`src/rtl/mem_bus_arbiter.sv`:
```
// Round-robin arbiter sharing one downstream memory port between fetch (I) and memory stage (D).
// One transaction in flight; payload latched at grant, response routed to the owner, watchdog-guarded.
module mem_bus_arbiter #(
  parameter int ADDR_W  = 64,
  parameter int DATA_W  = 64,
  parameter int TIMEOUT = 1023
) (
  input  logic                clk,
  input  logic                resetn,
  input  logic                ireq_valid,
  input  logic [ADDR_W-1:0]   ireq_addr,
  output logic                iresp_data_ok,
  output logic [31:0]         iresp_data,
  input  logic                dreq_valid,
  input  logic [ADDR_W-1:0]   dreq_addr,
  input  logic [2:0]          dreq_size,
  input  logic [DATA_W/8-1:0] dreq_strobe,
  input  logic [DATA_W-1:0]   dreq_data,
  output logic                dresp_data_ok,
  output logic [DATA_W-1:0]   dresp_data,
  output logic                mreq_valid,
  output logic [ADDR_W-1:0]   mreq_addr,
  output logic [2:0]          mreq_size,
  output logic [DATA_W/8-1:0] mreq_strobe,
  output logic [DATA_W-1:0]   mreq_data,
  input  logic                mresp_ok,
  input  logic [DATA_W-1:0]   mresp_data,
  output logic                timeout_err
);

  localparam int STRB_W = DATA_W / 8;
  localparam int CNT_W  = (TIMEOUT > 1) ? $clog2(TIMEOUT) : 1;
  localparam logic [CNT_W-1:0] CNT_LAST = CNT_W'((TIMEOUT > 0) ? TIMEOUT - 1 : 0);

  typedef enum logic [1:0] {IDLE, BUSY_I, BUSY_D} state_e;

  state_e             state_q;
  logic [ADDR_W-1:0]  addr_q;
  logic [2:0]         size_q;
  logic [STRB_W-1:0]  strobe_q;
  logic [DATA_W-1:0]  data_q;
  logic               last_d_q;
  logic               mreq_valid_q;
  logic               timeout_err_q;
  logic [CNT_W-1:0]   cnt_q;

  logic busy, grant_i, grant_d, wd_fire, done;

  always_comb begin
    busy    = (state_q != IDLE);
    grant_i = ireq_valid && (!dreq_valid || last_d_q);
    grant_d = dreq_valid && !grant_i;
    // Watchdog fires in the TIMEOUT-th busy cycle; a real response in that cycle wins.
    wd_fire = (TIMEOUT > 0) && busy && (cnt_q == CNT_LAST) && !mresp_ok;
    done    = busy && (mresp_ok || wd_fire);

    iresp_data_ok = done && (state_q == BUSY_I) && ireq_valid;
    dresp_data_ok = done && (state_q == BUSY_D) && dreq_valid;
    iresp_data    = '0;
    dresp_data    = '0;
    if (iresp_data_ok && mresp_ok)
      iresp_data = addr_q[2] ? mresp_data[63:32] : mresp_data[31:0];
    if (dresp_data_ok && mresp_ok)
      dresp_data = mresp_data;
  end

  assign mreq_valid  = mreq_valid_q;
  assign mreq_addr   = addr_q;
  assign mreq_size   = size_q;
  assign mreq_strobe = strobe_q;
  assign mreq_data   = data_q;
  assign timeout_err = timeout_err_q;

  always_ff @(posedge clk or negedge resetn) begin
    if (!resetn) begin
      state_q       <= IDLE;
      addr_q        <= '0;
      size_q        <= '0;
      strobe_q      <= '0;
      data_q        <= '0;
      last_d_q      <= 1'b1;
      mreq_valid_q  <= 1'b0;
      timeout_err_q <= 1'b0;
      cnt_q         <= '0;
    end else begin
      case (state_q)
        IDLE: begin
          if (grant_i) begin
            state_q      <= BUSY_I;
            addr_q       <= ireq_addr;
            size_q       <= 3'd2;
            strobe_q     <= '0;
            data_q       <= '0;
            last_d_q     <= 1'b0;
            cnt_q        <= '0;
            mreq_valid_q <= 1'b1;
          end else if (grant_d) begin
            state_q      <= BUSY_D;
            addr_q       <= dreq_addr;
            size_q       <= dreq_size;
            strobe_q     <= dreq_strobe;
            data_q       <= dreq_data;
            last_d_q     <= 1'b1;
            cnt_q        <= '0;
            mreq_valid_q <= 1'b1;
          end
        end
        BUSY_I, BUSY_D: begin
          cnt_q <= cnt_q + CNT_W'(1);
          if (done) begin
            state_q      <= IDLE;
            mreq_valid_q <= 1'b0;
            if (wd_fire) timeout_err_q <= 1'b1;
          end
        end
        default: state_q <= IDLE;
      endcase
    end
  end

endmodule

```
`config.mk`:
```
export PLATFORM = sky130hd
export DESIGN_NAME = mem_bus_arbiter
export DESIGN_NICKNAME = d
export VERILOG_FILES = /design/src/rtl/mem_bus_arbiter.sv
export SDC_FILE = /design/constraint.sdc
export NUM_CORES = 1
export LEC_CHECK = 0
export ABC_AREA = 0
export CAP_MARGIN = 25
export CELL_PAD_IN_SITES_DETAIL_PLACEMENT = 2
export CELL_PAD_IN_SITES_GLOBAL_PLACEMENT = 2
export CORE_AREA = 2 2 197 199
export DETAILED_ROUTE_END_ITERATION = 7
export DIE_AREA = 0 0 199 201
export PLACE_DENSITY_LB_ADDON = 0.1
export REMOVE_ABC_BUFFERS = 1
export SETUP_SLACK_MARGIN = 0.02
export SLEW_MARGIN = 20
export SYNTH_ARGS = -nofsm -noshare
export SYNTH_HDL_FRONTEND = slang
export SYNTH_SLANG_ARGS = --single-unit
```
`constraint.sdc`:
```
create_clock -name clk -period 4.8 [get_ports clk]
set_input_delay 0.96 -clock clk [delete_from_list [all_inputs] [get_ports clk]]
set_output_delay 0.96 -clock clk [all_outputs]
set_load 0.01 [all_outputs]
```
==> run summary <==
status -> finished, final reports clean
clk root buf -> clkbuf_16
Core Area -> 38100 um2
vias in the first global route -> 7962
switching pwr -> 2630 uW
buffers added on ports -> 510
first-pass GRT wire length -> 51200 um
Post-CTS Setup Inserts -> 0
final instance area -> 13700 um2
R2R setup slack -> 2200 ps
final core occ -> 35.8%
cell taking the most area after synthesis -> dfrtp_1
Slew HR -> 32.4%
CP Buf/Inv Count -> 3
Flop pwr share -> 32.5%
Final period util -> 87.6%
CP Data Arrival Time -> 3250 ps
Adder-Cell Fraction of Synth Area -> 0.841%
initial antenna violation count -> 3
Initial Util -> 19.5%
Final Hold Viols -> 0
fill cell count -> 4112
Post-synth EDFFs -> 0
# rows -> 72
final hold slack -> 434 ps
clk slew on worst S/H paths -> 70 ps
Crit. End Element -> output port
largest family of logic cells by synthesized area -> compound AO/OA/AOI/OAI gates
CP peak stage delay -> 690 ps
Iteration-0 DRC Markers -> 189
total track usage -> 17.2%
via count -> 7253
Clock power frac -> 19.1%
Layout area overhead -> 83.7%
count leader, synth -> dfrtp_1
Setup TNS -> 0 ps
Die H -> 201 um
CP delay by family, top -> buffers and inverters
total CTS buffers -> 17
Synth Register Bits -> 154
Worst Hold Class -> in -> async
Netlist cell types -> 41
CP Depth -> 6
global placement routability congestion -> 0.799
Commonest cells post-synth -> dfrtp_1, mux2i_1, a22o_1
Comb pwr share -> 48.4%
Mapped Cells -> 690
ys flop type -> dfrtp_1
top achievable clock speed -> 238 MHz
MaxCap Viol Count -> 0
CP dominant cell by count -> clkdlybuf4s50_1
area of the die -> 40000 um2
DP HPWL -> 27100 um
Warnings, synthesis -> 0
cts hold-fix bufs -> 0
Max VDD drop -> 0.207 mV
drt total wl -> 34600 um
Post-Synth XOR/XNOR Area -> 0.824%
DRC Markers -> 0
Max H-tree Level -> 4
ANT nets after route -> 0
crit-path cells -> clkdlybuf4s50_1 > nand2_1 > nor3b_4 > buf_4 > and2_1 > clkdlybuf4s50_1
total gr overflow -> 0
Pleak -> 0.00580 uW
Tmin final -> 4210 ps
worst slew pin tran -> 1010 ps
Compound-Gate Fraction of Synth Area -> 15.1%
Post-DP Area -> 13000 um2
worst r2r src -> state_q[1]$_DFFE_PN0P_
synthesized area -> 7440 um2
post-synthesis mux area share -> 12.9%
Die X-Extent -> 199 um
Vias/cell -> 4.24
CTS sink cnt -> 154
RSZ-0062 raised after global routing -> false
CP max-delay cell -> clkdlybuf4s50_1
drt wl/cell -> 20.2 um
Synth Area per Inst -> 10.8 um2
area share of the largest cell type after synthesis -> 51.5%
type of origin of the critical path -> input port
worst skew pair latency -> 430 ps
Top Ports -> 511
largest net degree at the start of global routing -> 97
Crit Path Max Fanout -> 64
final number of setup-violating endpoints -> 0
register area share after synthesis -> 51.8%
overall power -> 7240 uW
Clock Path Buffers -> 2
ratio of cells with drive above 1 in the final layout -> 4.46%
final-stage net count -> 1453
Critical Path RT -> 3840 ps
sw frac -> 36.3%
largest cells by area after synthesis -> dfrtp_1, mux2i_1, a22o_1
PwrDens -> 530 nW/um2
PostCTS Resize Cnt -> 0
DRT Pass-1 Iters -> 4
CTS tree -> done
cells on worst reg2reg path -> 6
kind of critical path -> in -> out
clock skew -> 8.73 ps
FF-to-FF End -> mreq_data[36]$_DFFE_PN0P_
Post-Synth Simple-Gate Area -> 13.7%
Max Slew Vio Count -> 0
async set-or-reset flop fraction in the synthesized netlist -> 100%
internal power -> 4610 uW
## per-layer routing
layer  share of wire [%]  vias up  global-route usage [%]  wire length [um]
met5                   0        -                       0                 0
met4                 1.4        0                    4.48               486
met3                  10       24                    7.24              3580
met2                  53      298                    31.6             18200
met1                  36     3532                    17.8             12300
li1                    -     3399                       -                 -
## cells by family (layout without fill, tap and decap cells)
| logic type | after synthesis | count (layout) |
|---|---|---|
| adder cells (fa/ha/maj) | 5 | 5 |
| AND/OR/NAND/NOR | 206 | 206 |
| AO/OA/AOI/OAI | 161 | 161 |
| multiplexers | 96 | 96 |
| flip-flops | 154 | 154 |
| other | 0 | 2 |
| buffers and inverters | 61 | 560 |
| XOR/XNOR | 7 | 7 |
## how the worst max path moves through the flow
stage / endpoint / startpoint
2_1_floorplan: cnt_q[2]$_DFFE_PN0P_ / dreq_valid
3_5_place_dp: dresp_data[0] / dreq_valid
3_3_place_gp: dresp_data[31] / dreq_valid
6_report: dresp_data[13] / dreq_valid
4_1_cts: dresp_data[0] / dreq_valid
5_1_grt: dresp_data[0] / dreq_valid
## sequential cells by signal, indices dropped and copies added, names as in the netlist
register     count
cnt_q           10
last_d_q         1
mreq_addr       64
mreq_data       64
mreq_size        3
mreq_strobe      8
mreq_valid       1
state_q          2
timeout_err      1
## worst reg2reg max path: cells and delay by family (launching register included)
kind	cells	cell delay, ps
buffers and inverters	2	730
AO/OA/AOI/OAI	2	490
flip-flops	1	430
adder cells (fa/ha/maj)	1	660
AND/OR/NAND/NOR	1	210
## cell type report
type                    instances  area [um2]  area share (%)
flip-flops and latches        154        3860            28.2
repair buffers                522        5280            38.6
multi-input cells             475        3250            23.8
well taps                     518         648            4.74
diodes                          2        5.00          0.0366
inverters                       6        22.5           0.165
clock buffers                  20         457            3.34
clock inverters                12         138            1.01
## metrics by stage
step	worst slack, ps	instances
floorplan	-736	635
global placement	717	1674
detailed placement	587	1674
CTS	578	1706
global route	414	1709
finish	595	1709
## cells in the final DEF (no fill, tap or decap), drive strengths merged, types with 10 or more instances in the layout
master,synthesis,final
clkdlybuf4s50,0,509
dfrtp,153,153
mux2i,96,96
a22o,74,74
nand2,72,72
o21ai,71,71
and2,64,64
nor2,45,45
clkbuf,16,20
buf,39,13
inv,6,10
## power groups by stage
stage / Sequential, uW / Combinational [uW] / Clock [uW]
finish: 2350 / 3500 / 1380
global route: 2450 / 3810 / 1500
CTS: 2360 / 3590 / 1440
detailed placement: 2360 / 3580 / 0
global placement: 2340 / 3540 / 0
floorplan: 2600 / 1200 / 0
No activity file was read; power rests on OpenSTA's default activity.
